`config.mk`:
```
export PLATFORM = sky130hd
export DESIGN_NAME = parking_space_tracker
export DESIGN_NICKNAME = d
export VERILOG_FILES = /design/src/rtl/parking_space_tracker.sv
export SDC_FILE = /design/constraint.sdc
export NUM_CORES = 1
export LEC_CHECK = 0
export ABC_AREA = 0
export CORE_ASPECT_RATIO = 1.25
export CORE_MARGIN = 2
export CORE_UTILIZATION = 61
export CTS_BUF_LIST = sky130_fd_sc_hd__clkbuf_8
export CTS_CLUSTER_DIAMETER = 40
export CTS_CLUSTER_SIZE = 40
export DETAILED_ROUTE_END_ITERATION = 16
export PLACE_DENSITY = 0.95
export SYNTH_ARGS = -nofsm -noshare
export SYNTH_HDL_FRONTEND = slang
export SYNTH_SLANG_ARGS = --single-unit
```
`constraint.sdc`:
```
create_clock -name CLK -period 7.8 [get_ports CLK]
set_input_delay 1.17 -clock CLK [delete_from_list [all_inputs] [get_ports CLK]]
set_output_delay 1.17 -clock CLK [all_outputs]
set_load 0.03 [all_outputs]
```
`src/rtl/parking_space_tracker.sv`:
```
// Entry-side parking controller: gate FSM with timeout, sensor edge detection,
// space-class allocation and saturating per-class free-space counters.
module parking_space_tracker #(
    parameter int CAP_SPEC_0   = 2,
    parameter int CAP_NORM_0   = 3,
    parameter int CAP_FLR_1    = 5,
    parameter int GATE_TIMEOUT = 50
) (
    input  logic       CLK,
    input  logic       RST,
    input  logic       car_arrive,
    input  logic       req_special,
    input  logic       req_floor,
    input  logic       car_passed,
    input  logic       exit_spec_0,
    input  logic       exit_norm_0,
    input  logic       exit_flr_1,
    output logic       gate_open,
    output logic       denied,
    output logic       full,
    output logic [2:0] remain_flr_spec_0,
    output logic [2:0] remain_flr_norm_0,
    output logic [2:0] remain_flr_1
);

    localparam int TW = (GATE_TIMEOUT > 1) ? $clog2(GATE_TIMEOUT + 1) : 1;
    localparam logic [TW-1:0] TIMER_LAST = TW'(GATE_TIMEOUT - 1);
    localparam logic [2:0] CAP_S = CAP_SPEC_0[2:0];
    localparam logic [2:0] CAP_N = CAP_NORM_0[2:0];
    localparam logic [2:0] CAP_F = CAP_FLR_1[2:0];

    localparam logic [1:0] CLS_NONE = 2'd0;
    localparam logic [1:0] CLS_SPEC = 2'd1;
    localparam logic [1:0] CLS_NORM = 2'd2;
    localparam logic [1:0] CLS_FLR1 = 2'd3;

    typedef enum logic [2:0] {
        IDLE,
        ALLOC,
        OPEN,
        CLOSE,
        WAIT_LEAVE
    } state_t;

    state_t        r_state;
    state_t        w_next_state;
    logic          r_prev_arrive, r_prev_passed;
    logic          r_prev_xs, r_prev_xn, r_prev_xf;
    logic          r_req_special, r_req_floor;
    logic [1:0]    r_alloc;
    logic [TW-1:0] r_timer;
    logic [2:0]    r_cnt_s, r_cnt_n, r_cnt_f;
    logic          r_gate_open, r_denied;

    logic       w_arrive_edge, w_passed_edge;
    logic       w_xs_edge, w_xn_edge, w_xf_edge;
    logic [1:0] w_grant_cls;
    logic       w_timeout;
    logic       w_dec_s, w_dec_n, w_dec_f;
    logic       w_rest_s, w_rest_n, w_rest_f;

    // Exit at capacity is a spurious sensor pulse and is dropped before summing.
    function automatic logic [2:0] cnt_next(input logic [2:0] cnt, input logic [2:0] cap,
                                            input logic inc, input logic rest, input logic dec);
        logic [3:0] sum;
        sum = {1'b0, cnt} + {3'b000, inc && (cnt < cap)} + {3'b000, rest} - {3'b000, dec};
        if (sum > {1'b0, cap}) sum = {1'b0, cap};
        return sum[2:0];
    endfunction

    assign w_arrive_edge = car_arrive  & ~r_prev_arrive;
    assign w_passed_edge = car_passed  & ~r_prev_passed;
    assign w_xs_edge     = exit_spec_0 & ~r_prev_xs;
    assign w_xn_edge     = exit_norm_0 & ~r_prev_xn;
    assign w_xf_edge     = exit_flr_1  & ~r_prev_xf;

    always_comb begin
        w_grant_cls = CLS_NONE;
        if (r_req_special) begin
            if (r_cnt_s != 3'd0)      w_grant_cls = CLS_SPEC;
            else if (r_cnt_n != 3'd0) w_grant_cls = CLS_NORM;
            else if (r_cnt_f != 3'd0) w_grant_cls = CLS_FLR1;
        end else if (!r_req_floor) begin
            if (r_cnt_n != 3'd0)      w_grant_cls = CLS_NORM;
            else if (r_cnt_f != 3'd0) w_grant_cls = CLS_FLR1;
        end else begin
            if (r_cnt_f != 3'd0)      w_grant_cls = CLS_FLR1;
            else if (r_cnt_n != 3'd0) w_grant_cls = CLS_NORM;
        end
    end

    always_comb begin
        w_next_state = r_state;
        w_timeout    = 1'b0;
        case (r_state)
            IDLE:       if (w_arrive_edge) w_next_state = ALLOC;
            ALLOC:      w_next_state = (w_grant_cls != CLS_NONE) ? OPEN : WAIT_LEAVE;
            OPEN: begin
                if (w_passed_edge) begin
                    w_next_state = CLOSE;
                end else if (r_timer == TIMER_LAST) begin
                    w_timeout    = 1'b1;
                    w_next_state = CLOSE;
                end
            end
            CLOSE:      w_next_state = WAIT_LEAVE;
            WAIT_LEAVE: if (!car_arrive) w_next_state = IDLE;
            default:    w_next_state = IDLE;
        endcase
    end

    always_ff @(posedge CLK) begin
        if (RST) r_state <= IDLE;
        else     r_state <= w_next_state;
    end

    assign w_dec_s  = (r_state == ALLOC) && (w_grant_cls == CLS_SPEC);
    assign w_dec_n  = (r_state == ALLOC) && (w_grant_cls == CLS_NORM);
    assign w_dec_f  = (r_state == ALLOC) && (w_grant_cls == CLS_FLR1);
    assign w_rest_s = w_timeout && (r_alloc == CLS_SPEC);
    assign w_rest_n = w_timeout && (r_alloc == CLS_NORM);
    assign w_rest_f = w_timeout && (r_alloc == CLS_FLR1);

    // Sensor history resets high so a sensor already active through reset gives no edge.
    always_ff @(posedge CLK) begin
        if (RST) begin
            r_prev_arrive <= 1'b1;
            r_prev_passed <= 1'b1;
            r_prev_xs     <= 1'b1;
            r_prev_xn     <= 1'b1;
            r_prev_xf     <= 1'b1;
            r_req_special <= 1'b0;
            r_req_floor   <= 1'b0;
            r_alloc       <= CLS_NONE;
            r_timer       <= '0;
            r_cnt_s       <= CAP_S;
            r_cnt_n       <= CAP_N;
            r_cnt_f       <= CAP_F;
            r_gate_open   <= 1'b0;
            r_denied      <= 1'b0;
        end else begin
            r_prev_arrive <= car_arrive;
            r_prev_passed <= car_passed;
            r_prev_xs     <= exit_spec_0;
            r_prev_xn     <= exit_norm_0;
            r_prev_xf     <= exit_flr_1;
            if (r_state == IDLE && w_arrive_edge) begin
                r_req_special <= req_special;
                r_req_floor   <= req_floor;
            end
            if (r_state == ALLOC) begin
                r_alloc <= w_grant_cls;
                r_timer <= '0;
            end else if (r_state == OPEN) begin
                r_timer <= r_timer + TW'(1);
            end
            r_cnt_s     <= cnt_next(r_cnt_s, CAP_S, w_xs_edge, w_rest_s, w_dec_s);
            r_cnt_n     <= cnt_next(r_cnt_n, CAP_N, w_xn_edge, w_rest_n, w_dec_n);
            r_cnt_f     <= cnt_next(r_cnt_f, CAP_F, w_xf_edge, w_rest_f, w_dec_f);
            r_gate_open <= (w_next_state == OPEN);
            r_denied    <= (r_state == ALLOC) && (w_grant_cls == CLS_NONE);
        end
    end

    assign gate_open         = r_gate_open;
    assign denied            = r_denied;
    assign full              = (r_cnt_s == 3'd0) && (r_cnt_n == 3'd0) && (r_cnt_f == 3'd0);
    assign remain_flr_spec_0 = r_cnt_s;
    assign remain_flr_norm_0 = r_cnt_n;
    assign remain_flr_1      = r_cnt_f;

endmodule

```
### After elaboration in Yosys (flattened, before gate mapping)

Cells that the tools add are included.

| cells by class | value |
|---|---|
| add/subtract/negate cells | 10 |
| multipliers | 0 |
| div/mod/pow operators | 0 |
| $lt $le $gt $ge | 6 |
| equality and inequality tests | 12 |
| shifts and indexed selects | 0 |
| multiplexer cells | 16 |
| bitwise gates (word level) | 10 |
| reductions and logical operators | 26 |

Operator list:

| cell | count |
|---|---|
| 3-bit two-way mux | 5 |
| 3-bit case mux with 5 select lines | 1 |
| 2-bit two-way mux | 7 |
| 1-bit logical AND | 13 |
| 3-bit by 1-bit adder with 4-bit output | 3 |
| 4-bit by 1-bit adder with 4-bit output | 3 |
| 3-bit zero test | 4 |
| 4-bit by 1-bit subtractor with 4-bit output | 3 |
| 3-bit by 2-bit == test with 1-bit output, second input constant | 3 |
| 3-bit nonzero test | 3 |
| 2-bit == test, second input constant | 4 |
| 4-bit by 2-bit > comparator with 1-bit output, second input constant | 2 |
| 2-bit OR reduction | 4 |
| 6-bit by 1-bit adder with 6-bit output, second input constant | 1 |
| 6-bit == test, second input constant | 1 |
| 3-bit by 2-bit less-than comparator with 1-bit output, second input constant | 2 |
| 1-bit AND | 5 |
| 1-bit NOT | 5 |
| 2-bit by 1-bit == test with 1-bit output, second input constant | 2 |
| 4-bit by 3-bit > comparator with 1-bit output, second input constant | 1 |
| 3-bit by 1-bit == test with 1-bit output, second input constant | 1 |
| 3-bit == test, second input constant | 1 |
| 3-bit less-than comparator, second input constant | 1 |
| 1-bit two-way mux | 3 |
| 2 further kinds | 2 |

| storage, ports and cells | value |
|---|---|
| bits in registers | 29 |
| bits in latches | 0 |
| bits in writable memories | 0 |
| ROM bits | 0 |
| bits of input ports | 9 |
| output and inout bits | 12 |
| logic and storage cells | 95 |
| memories kept | 0 |

### Depth between registers and ports, before layout

Gate-level depths: netlist of run 1.

| logic depth | value |
|---|---|
| word-level depth | 10 |
| depth in mapped cells | 14 |
| depth with buffers taken out | 14 |

### Worst setup path before layout of run 1

No wires, ideal clock.

| timing | value |
|---|---|
| path type | input-to-reg |
| from | in car_passed |
| to | reg r_cnt_n[1], in the netlist remain_flr_norm_0[1] |
| arrival time | 3.174 ns |
| data required time | 7.670 ns |
| setup slack | 4.496 ns |
| stages | 12 |
| buffers on the path | 0 |
| path through | nand2b_1 > nand4_1 > or3_1 > ha_1 > inv_1 > fa_1 > inv_1 > fa_1 > nor2b_1 > a21oi_1 > o31ai_1 > nand3b_1 |

| between the ends | value |
|---|---|
| word-level cells in the longest chain between the ends | 8 |

Ends and longest elaborated chain:

| what | line | RTL |
|---|---|---|
| start, declared | 14 | `input logic car_passed,` |
| 1-bit AND * | 72 | `assign w_passed_edge = car_passed & ~r_prev_passed;` |
| 1-bit two-way mux * | 99 | `if (w_passed_edge) begin` |
| 1-bit two-way mux * | 95 | `case (r_state)` |
| 1-bit logical AND * | 121 | `assign w_rest_n = w_timeout && (r_alloc == CLS_NORM);` |
| 4-bit by 1-bit adder with 4-bit output * | 66 | `sum = {1'b0, cnt} + {3'b000, inc && (cnt < cap)} + {3'b000, rest} - {3'b000, dec};` |
| 4-bit by 1-bit subtractor with 4-bit output * | 66 |  |
| 4-bit by 2-bit > comparator with 1-bit output | 67 | `if (sum > {1'b0, cap}) sum = {1'b0, cap};` |
| 2-bit OR reduction (no source line) | - |  |
| end signal, assigned | 158 | `r_cnt_n <= cnt_next(r_cnt_n, CAP_N, w_xn_edge, w_rest_n, w_dec_n);` |
| end, declared | 52 | `logic [2:0] r_cnt_s, r_cnt_n, r_cnt_f;` |

Every way passes the cells marked *; elsewhere a longest branch is shown, timed or not.
A chain may end at the register's enable or synchronous reset.

### Worst setup path in the final report of run 1

Same ends and word-level chain as after synthesis.

==> results of run 1 <==
-- critical path, cell delays in order --
cell             delay [ns]
clkdlybuf4s50_1        0.42
nand2b_1               0.11
nand4_1                0.12
or3_1                  0.34
ha_1                   0.28
inv_1                  0.09
fa_1                   0.21
inv_1                  0.07
fa_1                   0.41
nor2b_1                0.20
a21oi_1                0.11
o31ai_1                0.29
nand3b_1               0.11
-- through the flow --
stage               instances  util, %  hold WS [ns]  power, W
floorplan                 177        -         0.464  0.000176
global placement          226     74.6         0.476  0.000185
detailed placement        226     74.6         0.496  0.000187
CTS                       234     80.1         0.515  0.000373
global route              234     80.1         0.550  0.000383
finish                    234     80.1         0.514  0.000372
-- routing by layer --
metal / global-route usage, % / vias to the layer above
li1: - / 638
met2: 48.0 / 42
met3: 5.58 / 14
met4: 17.1 / 0
met1: 25.9 / 624
met5: 0 / -
-- power breakdown --
| part | total, W | internal (W) | switching (W) |
|---|---|---|---|
| logic | 0.0000286 | 0.0000138 | 0.0000148 |
| clock network | 0.000188 | 0.000127 | 0.0000615 |
| registers | 0.000155 | 0.000152 | 0.00000315 |
-- registers in the layout, summed over array words and instances, names as in the netlist --
name	cells
r_prev_arrive	1
r_timer	6
r_alloc	2
r_prev_passed	1
r_prev_xn	1
remain_flr_norm_0	3
denied	1
r_prev_xf	1
r_prev_xs	1
gate_open	1
r_state	3
remain_flr_1	3
remain_flr_spec_0	3
r_req_floor	1
r_req_special	1
-- cell usage after synthesis (4+ instances only) --
cell type	instances
dfxtp_1	29
inv_1	20
nor2_1	15
ha_1	14
nand2_1	11
a21oi_1	10
fa_1	6
or2_2	6
nand3_1	5
xor2_1	5
nor3_1	4
xnor2_1	4
-- placed cells by master, fill, tap and decap left out, types with 4 or more instances in the layout --
cell type        instances
xnor2_1                  4
nor3_1                   4
inv_1                   20
fa_1                     6
or2_2                    6
xor2_1                   5
clkbuf_8                 5
ha_1                    14
nor2_1                  15
nand3_1                  5
a21oi_1                 10
nand2_1                 11
clkdlybuf4s50_1         20
dfxtp_1                 29
-- cell type report --
| class | count | area, µm² | area share, % |
|---|---|---|---|
| well taps | 33 | 41.3 | 2.10 |
| clock buffers | 5 | 68.8 | 3.51 |
| repair buffers | 20 | 200 | 10.2 |
| flip-flops and latches | 29 | 581 | 29.6 |
| multi-input cells | 124 | 932 | 47.5 |
| inverters | 20 | 75.1 | 3.82 |
| clock inverters | 3 | 65.1 | 3.31 |
-- cell families (layout without fill, tap and decap cells) --
family	count (synthesis)	after routing	share of synthesized area, %
XOR/XNOR	9	9	4.93
AO/OA/AOI/OAI	26	26	10.6
buffers and inverters	24	48	5.71
adder cells (fa/ha/maj)	20	20	18.5
AND/OR/NAND/NOR	65	65	22.5
multiplexers	2	2	1.25
other	1	2	0.234
flip-flops	29	29	36.3
-- worst max path at each step --
| stage | slack [ns] | start | endpoint | cells after the start |
|---|---|---|---|---|
| 6_report | 4.03 | car_passed | remain_flr_norm_0[1] | 13 |
| 3_5_place_dp | 3.85 | car_passed | remain_flr_norm_0[1] | 13 |
| 4_1_cts | 4.05 | car_passed | remain_flr_norm_0[1] | 13 |
| 5_1_grt | 3.84 | car_passed | remain_flr_norm_0[1] | 13 |
| 2_1_floorplan | 4.50 | car_passed | remain_flr_norm_0[1] | 12 |
| 3_3_place_gp | 3.97 | car_passed | remain_flr_norm_0[1] | 13 |
==> results.py, run 1 <==
metrics = {
    "outcome": {
        "outcome": "completed",
    },
    "timing": {
        "relSlewSlack_pct": 57.5,
        "fin_crit_sh_pct": 48.3,
        "min_period_ns": 3.77,
        "fin_setup_tns_ns": 0,
        "timing.final.ws_setup_ns": 4.03,
        "fmax_ghz": 0.265,
        "worst_pin_slew_ns": 0.636,
        "finalMaxSlewViolations": 0,
        "hold_viol": 0,
        "clock_skew_ns": 0.00623,
        "finalSetupViolCount": 0,
        "rsz0062_at_grt": "false",
    },
    "critical_path": {
        "reg2regPathDepth": 12,
        "cp_max_fo": 3,
        "r2r_start": "r_state[1]",
        "reg2reg_to": "remain_flr_norm_0[1]",
        "cp-end-kind": "flop",
        "critical_path_arrival_ns": 3.93,
        "worst-setup-path-type": "in2reg",
        "cp_data_required_time_ns": 7.96,
        "startpoint_type": "input port",
        "regToRegSetupSlack_ns": 4.48,
    },
    "routing": {
        "wl_met1_um": 1260,
        "drc_errors": 0,
        "avgRoutedWirePerCell_um": 14.1,
        "topRoutingLayerUsed": "met4",
        "detailroute.via_count": 1318,
        "final_antenna_net_count": 0,
        "wirelength_um": 3300,
        "drt_iter0_markers": 40,
        "wl_met3_um": 155,
        "first_pass_iters": 4,
        "viasPerCell": 5.63,
        "wl_met2_um": 1770,
    },
    "floorplan": {
        "core-area_um2": 2450,
        "start_util_pct": 65.3,
        "die_w_um": 49.8,
        "die-area_um2": 3050,
        "pin_count": 21,
        "num_rows": 20,
        "die_y_um": 61.3,
    },
    "clocking": {
        "postCtsResizedCells": 0,
        "cts_hold_buf": 0,
        "htreeDepth": 2,
        "post_cts_buffers": 0,
        "clockBufferDepth": 2,
        "cts.sinks": 29,
        "cts_buffers": 5,
        "clock_latency_ns": 0.29,
        "clockRootBuffer": "clkbuf_8",
        "clk_pin_slew_ns": 0.06,
        "cts_tree": "built",
    },
    "cells_and_area": {
        "n_antenna_cell": 0,
        "drive_above_1_share_pct": 8.96,
        "area_growth_pct": 22.7,
        "fill_cells": 168,
        "finalInstanceArea_um2": 1960,
        "final_nets": 229,
    },
    "synth": {
        "yosys_warnings": 0,
        "ys_ff_latch": 29,
        "postSynthCellCount": 176,
        "synth-edff-count": 0,
        "synthFlopType": "dfxtp_1",
        "yosys.area.top_type": "dfxtp_1",
        "synth_cell_types": 40,
        "yosysTopAreaCellShare_pct": 36.3,
        "netlist_area_um2": 1600,
        "avgSynthCellArea_um2": 9.09,
        "seq_area_frac_synth_pct": 36.3,
        "synthArstFlopShare_pct": 0,
        "synth_area_leaders": "dfxtp_1 36%, ha_1 11%, fa_1 7.5%",
    },
    "grt": {
        "overflow": 0,
        "grt_pass1_wl_um": 5640,
        "grt_usage_pct": 25.6,
        "grt_max_degree": 20,
        "antenna_found_initial": 0,
        "first_global_vias": 1341,
    },
    "placement": {
        "portBuffers": 20,
        "gp_congestion": 0.828,
        "dpl_cell_area_um2": 1830,
        "place_ws_ns": 3.85,
        "dp_hpwl_um": 2350,
    },
    "hold_path": {
        "hold_path_end": "r_req_floor",
        "min_path_cells": 2,
        "hold_class": "reg2reg",
        "hp-start": "r_req_floor",
    },
    "power": {
        "cellLeakagePower_nw": 0.824,
        "ir_worst_vdd_mv": 0.167,
        "powerDensity_nw_per_um2": 190,
    },
    "flow_run": {
        "maxCapViolCount": 0,
    },
}
No activity file was read; power rests on OpenSTA's default activity.
==> inputs of run 2 (changes only) <==
--- a/config.mk
+++ b/config.mk
@@ -8,12 +8,12 @@
 export ABC_AREA = 0
 export CORE_ASPECT_RATIO = 1.25
 export CORE_MARGIN = 2
-export CORE_UTILIZATION = 61
+export CORE_UTILIZATION = 51
 export CTS_BUF_LIST = sky130_fd_sc_hd__clkbuf_8
 export CTS_CLUSTER_DIAMETER = 40
 export CTS_CLUSTER_SIZE = 40
 export DETAILED_ROUTE_END_ITERATION = 16
-export PLACE_DENSITY = 0.95
+export PLACE_DENSITY = 0.86
 export SYNTH_ARGS = -nofsm -noshare
 export SYNTH_HDL_FRONTEND = slang
 export SYNTH_SLANG_ARGS = --single-unit
==> constraint.sdc (replaced) <==
create_clock -name CLK -period 3.1 [get_ports CLK]
set_input_delay 0.465 -clock CLK [delete_from_list [all_inputs] [get_ports CLK]]
set_output_delay 0.465 -clock CLK [all_outputs]
set_load 0.03 [all_outputs]
==> run 2 against run 1 <==
Compared with the run above: sequential power grew to 2.5 times the previous value; clock power grew 110%; wire length shrank 7.1%; global-route usage shrank 5.1 points; cell area grew 1.5%; combinational power grew to 2.6 times the previous value; largest power group unchanged; final cell count grew 3.0%; non-clock buffer count grew 4; power grew 130%; clock skew shrank 0.0017 ns; critical endpoint unchanged; utilization shrank 13 points.
==> results.py, run 2 (synthesis results as in run 1) <==
metrics = {
    "outcome": {
        "outcome": "completed",
    },
    "grt": {
        "grt_usage_pct": 20.5,
        "grt_max_degree": 16,
        "first_global_vias": 1273,
        "grt_pass1_wl_um": 5330,
        "antenna_found_initial": 0,
        "overflow": 0,
    },
    "placement": {
        "place_ws_ns": -0.0637,
        "dp_hpwl_um": 2320,
        "portBuffers": 20,
        "gp_congestion": 0.731,
        "dpl_cell_area_um2": 1860,
    },
    "floorplan": {
        "pin_count": 21,
        "num_rows": 22,
        "die_y_um": 66.6,
        "die_w_um": 54.1,
        "start_util_pct": 53.8,
        "core-area_um2": 2970,
        "die-area_um2": 3600,
    },
    "cells_and_area": {
        "final_nets": 233,
        "final_common_cell": "dfxtp_1",
        "top_register": "r_timer",
        "drive_above_1_share_pct": 11.7,
        "layout_common_cells": "29 x dfxtp_1, 21 x inv_1, 20 x clkdlybuf4s50_1, 15 x nor2_1, 14 x ha_1",
        "finalInstanceArea_um2": 1990,
        "largest_reg_flops": 6,
        "n_antenna_cell": 0,
        "area_growth_pct": 24.5,
    },
    "clocking": {
        "cts_tree": "built",
        "clk_pin_slew_ns": 0.06,
        "clockBufferDepth": 2,
        "cts_buffers": 5,
        "cts.sinks": 29,
        "clock_latency_ns": 0.28,
        "post_cts_buffers": 0,
        "postCtsResizedCells": 0,
        "htreeDepth": 2,
        "clockRootBuffer": "clkbuf_8",
        "cts_hold_buf": 0,
    },
    "power": {
        "powerDensity_nw_per_um2": 434,
        "cellLeakagePower_nw": 0.847,
        "ir_worst_vdd_mv": 0.382,
    },
    "critical_path": {
        "cp-end-kind": "flop",
        "worst-setup-path-type": "reg2reg",
        "critical_path_arrival_ns": 3.06,
        "r2r_start": "r_timer[0]",
        "reg2reg_to": "remain_flr_norm_0[1]",
        "reg2regPathDepth": 13,
        "cp_data_required_time_ns": 3.26,
        "crit_start": "r_timer[0]",
        "regToRegSetupSlack_ns": 0.20,
        "startpoint_type": "flop",
        "cp-endpoint": "remain_flr_norm_0[1]",
        "cp_max_fo": 4,
    },
    "hold_path": {
        "hold_class": "reg2reg",
    },
    "routing": {
        "drc_errors": 0,
        "drt_iter0_markers": 38,
        "wirelength_um": 3060,
        "viasPerCell": 5.35,
        "first_pass_iters": 5,
        "final_antenna_net_count": 0,
        "avgRoutedWirePerCell_um": 12.7,
        "detailroute.via_count": 1290,
    },
    "flow_run": {
        "maxCapViolCount": 0,
    },
    "timing": {
        "finalMaxSlewViolations": 0,
        "timing.final.ws_setup_ns": 0.203,
        "hold_viol": 0,
        "worst_pin_slew_ns": 0.585,
        "relSlewSlack_pct": 60.0,
        "clock_skew_ns": 0.00450,
        "fmax_ghz": 0.345,
        "rsz0062_at_grt": "false",
        "min_period_ns": 2.90,
        "fin_crit_sh_pct": 93.4,
        "finalSetupViolCount": 0,
    },
}
run 2: cell count changes in the layout (fill, tap and decap cells not counted):
cell / before / now
o31ai_2: 1 / 2
nor2b_2: 0 / 1
nor3b_1: 1 / 0
clkbuf_8: 5 / 6
buf_4: 0 / 4
clkinv_2: 1 / 0
bufinv_16: 2 / 1
o31ai_1: 1 / 0
nor2b_1: 3 / 2
inv_1: 20 / 21
nor3b_2: 0 / 1
run 2: how the worst min path moves through the flow:
stage | endpoint | cells past startpoint | startpoint
finish | r_alloc[1] | 2 | r_alloc[1]
global route | r_req_floor | 2 | r_req_floor
CTS | r_alloc[1] | 2 | r_alloc[1]
detailed placement | r_alloc[1] | 2 | r_alloc[1]
global placement | r_alloc[1] | 2 | r_alloc[1]
floorplan | r_alloc[1] | 2 | r_alloc[1]
run 2: critical path: stages, from the launching register on:
cell and delay [ns]:
dfxtp_1 0.39, ha_1 0.16, and4bb_2 0.23, nand4_1 0.10
or3_1 0.32, ha_1 0.27, inv_1 0.07, fa_1 0.18
inv_1 0.05, fa_1 0.42, nor2b_2 0.16, a21oi_1 0.09
o31ai_2 0.22, nand3b_1 0.10
run 2: power breakdown:
group          leakage [nW]  switching, W  internal (W)
clock network        0.0626      0.000140      0.000258
registers             0.237    0.00000818      0.000383
logic                 0.548     0.0000370     0.0000376
total                 0.847      0.000185      0.000679
run 2: metal layers:
metal | routed length (µm) | share of wire (%) | vias to the layer above | track usage (%)
li1 | - | - | 650 | -
met1 | 1280 | 42 | 595 | 24.4
met2 | 1550 | 51 | 38 | 33.2
met3 | 163 | 5.3 | 7 | 7.40
met4 | 71 | 2.3 | 0 | 7.81
met5 | 0 | 0 | - | 0
run 2: metrics by stage:
step	hold WS [ns]	total power, W	util [%]	cells	TNS (ns)
finish	0.493	0.000864	67.0	241	0
CTS	0.496	0.000871	66.6	241	0
floorplan	0.464	0.000444	-	177	0
global placement	0.483	0.000469	62.7	233	0
global route	0.534	0.000900	67.0	241	0
detailed placement	0.486	0.000471	62.7	233	-0.0967
run 2: area by class of cell:
class                           count  area, µm²
Multi-Input combinational cell    124        945
Tap cell                           36       45.0
Timing Repair Buffer               24        230
Sequential cell                    29        581
Fill cell                         230        981
Inverter                           20       75.1
Clock inverter                      2       33.8
Clock buffer                        6       82.6
==> inputs of run 3 (changes only) <==
--- a/config.mk
+++ b/config.mk
@@ -7,13 +7,14 @@
 export LEC_CHECK = 0
 export ABC_AREA = 0
 export CORE_ASPECT_RATIO = 1.25
-export CORE_MARGIN = 2
+export CORE_MARGIN = 10
 export CORE_UTILIZATION = 51
 export CTS_BUF_LIST = sky130_fd_sc_hd__clkbuf_8
 export CTS_CLUSTER_DIAMETER = 40
 export CTS_CLUSTER_SIZE = 40
 export DETAILED_ROUTE_END_ITERATION = 16
 export PLACE_DENSITY = 0.86
+export SKIP_LAST_GASP = 1
 export SYNTH_ARGS = -nofsm -noshare
 export SYNTH_HDL_FRONTEND = slang
 export SYNTH_SLANG_ARGS = --single-unit
==> constraint.sdc (replaced) <==
create_clock -name CLK -period 3.1 [get_ports CLK]
set_input_delay 0.465 -clock CLK [delete_from_list [all_inputs] [get_ports CLK]]
set_output_delay 0.465 -clock CLK [all_outputs]
set_load 0.05 [all_outputs]
==> run 3 against run 2 <==
Compared with the run above: global-route usage is 9.0 points lower; wire length rose by 2.0%; final cell count is the same; sequential cell count did not move; critical endpoint unchanged; register-to-register slack about the same; setup slack got worse by 0.012 ns; maximum frequency fell by 0.40%; largest power group is now sequential cells; die area grew 61%.
==> results.py, run 3 (synthesis results as in run 1) <==
metrics = {
    "clocking": {
        "post_cts_buffers": 0,
        "clock_latency_ns": 0.28,
        "clockBufferDepth": 2,
        "cts_buffers": 5,
        "clk_pin_slew_ns": 0.06,
        "cts_tree": "built",
        "htreeDepth": 2,
        "cts.sinks": 29,
        "clockRootBuffer": "clkbuf_8",
        "postCtsResizedCells": 0,
        "cts_hold_buf": 0,
    },
    "timing": {
        "hold_viol": 0,
        "relSlewSlack_pct": 66.0,
        "worst_pin_slew_ns": 0.497,
        "rsz0062_at_grt": "true",
        "fin_crit_sh_pct": 93.8,
        "min_period_ns": 2.91,
        "clock_skew_ns": 0.00433,
        "finalMaxSlewViolations": 0,
        "timing.final.ws_setup_ns": 0.192,
        "finalSetupViolCount": 0,
        "fin_setup_tns_ns": 0,
        "fmax_ghz": 0.344,
        "timing.hold.ws_ns": 0.500,
    },
    "power": {
        "p_clk_share_pct": 38.1,
        "powerDensity_nw_per_um2": 387,
        "p_sw_share_pct": 24.5,
        "share_comb_of_total_power_pct": 10.3,
        "cellLeakagePower_nw": 0.834,
        "ir_worst_vdd_mv": 0.283,
        "internal_power_w": 0.000572,
        "seqPwrFrac_pct": 51.6,
        "p_sw_w": 0.000185,
    },
    "floorplan": {
        "core-area_um2": 2970,
        "die_w_um": 70.1,
        "die_y_um": 82.6,
        "num_rows": 22,
        "pin_count": 21,
        "die-area_um2": 5790,
        "start_util_pct": 53.8,
    },
    "critical_path": {
        "worst_path_max_delay_cell": "fa_1",
        "critical_path_arrival_ns": 3.07,
        "reg2regPathDepth": 13,
        "worst-setup-path-type": "reg2reg",
        "cp-end-kind": "flop",
        "cp_data_required_time_ns": 3.26,
        "cp_max_fo": 4,
        "startpoint_type": "flop",
        "crit_start": "r_timer[0]",
        "critical-path-max-stage-delay_ns": 0.42,
        "cp-endpoint": "remain_flr_norm_0[1]",
        "reg2reg_to": "remain_flr_norm_0[1]",
        "crit_chain": "ha_1, and4bb_2, nand4_1, or3_1, ha_1, inv_1, fa_1, inv_1, fa_1, nor2b_2, a21oi_1, o31ai_2, nand3b_1",
        "regToRegSetupSlack_ns": 0.19,
        "r2r_start": "r_timer[0]",
    },
    "cells_and_area": {
        "stdcell_count": 241,
        "final_nets": 233,
        "layout_common_cells": "29 x dfxtp_1, 21 x inv_1, 20 x clkdlybuf4s50_1, 15 x nor2_1, 14 x ha_1",
        "largest_reg_flops": 6,
        "area_growth_pct": 22.4,
        "drive_above_1_share_pct": 11.7,
        "final_common_cell": "dfxtp_1",
        "fill_cells": 247,
        "top_register": "r_timer",
        "n_antenna_cell": 0,
        "final_util_pct": 65.9,
    },
    "grt": {
        "grt_max_degree": 13,
        "overflow": 0,
        "grt_usage_pct": 11.5,
        "antenna_found_initial": 0,
        "grt_pass1_wl_um": 5280,
        "first_global_vias": 1205,
    },
    "placement": {
        "dp_hpwl_um": 2410,
        "placed_cells": 233,
        "gp_congestion": 0.801,
        "portBuffers": 20,
        "place_ws_ns": -0.116,
    },
    "routing": {
        "first_pass_iters": 4,
        "drt_iter0_markers": 32,
        "avgRoutedWirePerCell_um": 13.0,
        "wirelength_um": 3130,
        "drc_errors": 0,
        "detailroute.via_count": 1276,
        "viasPerCell": 5.29,
        "final_antenna_net_count": 0,
    },
    "flow_run": {
        "maxCapViolCount": 0,
    },
    "hold_path": {
        "min_path_cells": 2,
        "hold_class": "reg2reg",
    },
    "outcome": {
        "outcome": "completed",
    },
}
-- run 3: worst min path at each step --
stage                     startpoint    endpoint  slack (ns)
after floorplan           r_alloc[1]  r_alloc[1]        0.46
after global placement    r_alloc[1]  r_alloc[1]        0.48
after detailed placement  r_alloc[1]  r_alloc[1]        0.49
after CTS                 r_alloc[1]  r_alloc[1]        0.50
after global routing      r_alloc[1]  r_alloc[1]        0.54
final                     r_alloc[1]  r_alloc[1]        0.50
-- run 3: worst max-delay path: cells and delay by family (launching register included) --
family                   cells  cell delay, ns
AO/OA/AOI/OAI                2            0.30
adder cells (fa/ha/maj)      4            1.05
buffers and inverters        2            0.12
flip-flops                   1            0.39
AND/OR/NAND/NOR              5            0.93
-- run 3: area by class of cell --
class | instances | area (µm²) | share of cell area (%)
Clock buffer | 5 | 68.8 | 3.51
Clock inverter | 3 | 13.8 | 0.703
Inverter | 20 | 75.1 | 3.83
Multi-Input combinational cell | 124 | 945 | 48.2
Sequential cell | 29 | 581 | 29.6
Tap cell | 36 | 45.0 | 2.30
Timing Repair Buffer | 24 | 230 | 11.8
-- run 3: metrics by stage --
step / total power [W] / instance area [µm²]
3_5_place_dp: 0.000475 / 1860
2_1_floorplan: 0.000448 / 1600
3_3_place_gp: 0.000473 / 1860
6_report: 0.000757 / 1960
4_1_cts: 0.000767 / 1950
5_1_grt: 0.000796 / 1960
-- run 3: layer usage --
layer  vias up  routed length (µm)  track usage (%)
li1        648                   -                -
met1       592                1370             11.9
met2        28                1490             18.4
met3         8                 152             4.42
met4         0                 110             9.68
met5         -                   0                0
-- run 3: power by group through the flow --
stage | logic [W] | clock network, W | registers [W]
after floorplan | 0.0000423 | 0 | 0.000405
after global routing | 0.0000859 | 0.000318 | 0.000392
final | 0.0000778 | 0.000288 | 0.000391
after detailed placement | 0.0000764 | 0 | 0.000399
after global placement | 0.0000748 | 0 | 0.000398
after CTS | 0.0000766 | 0.000300 | 0.000391
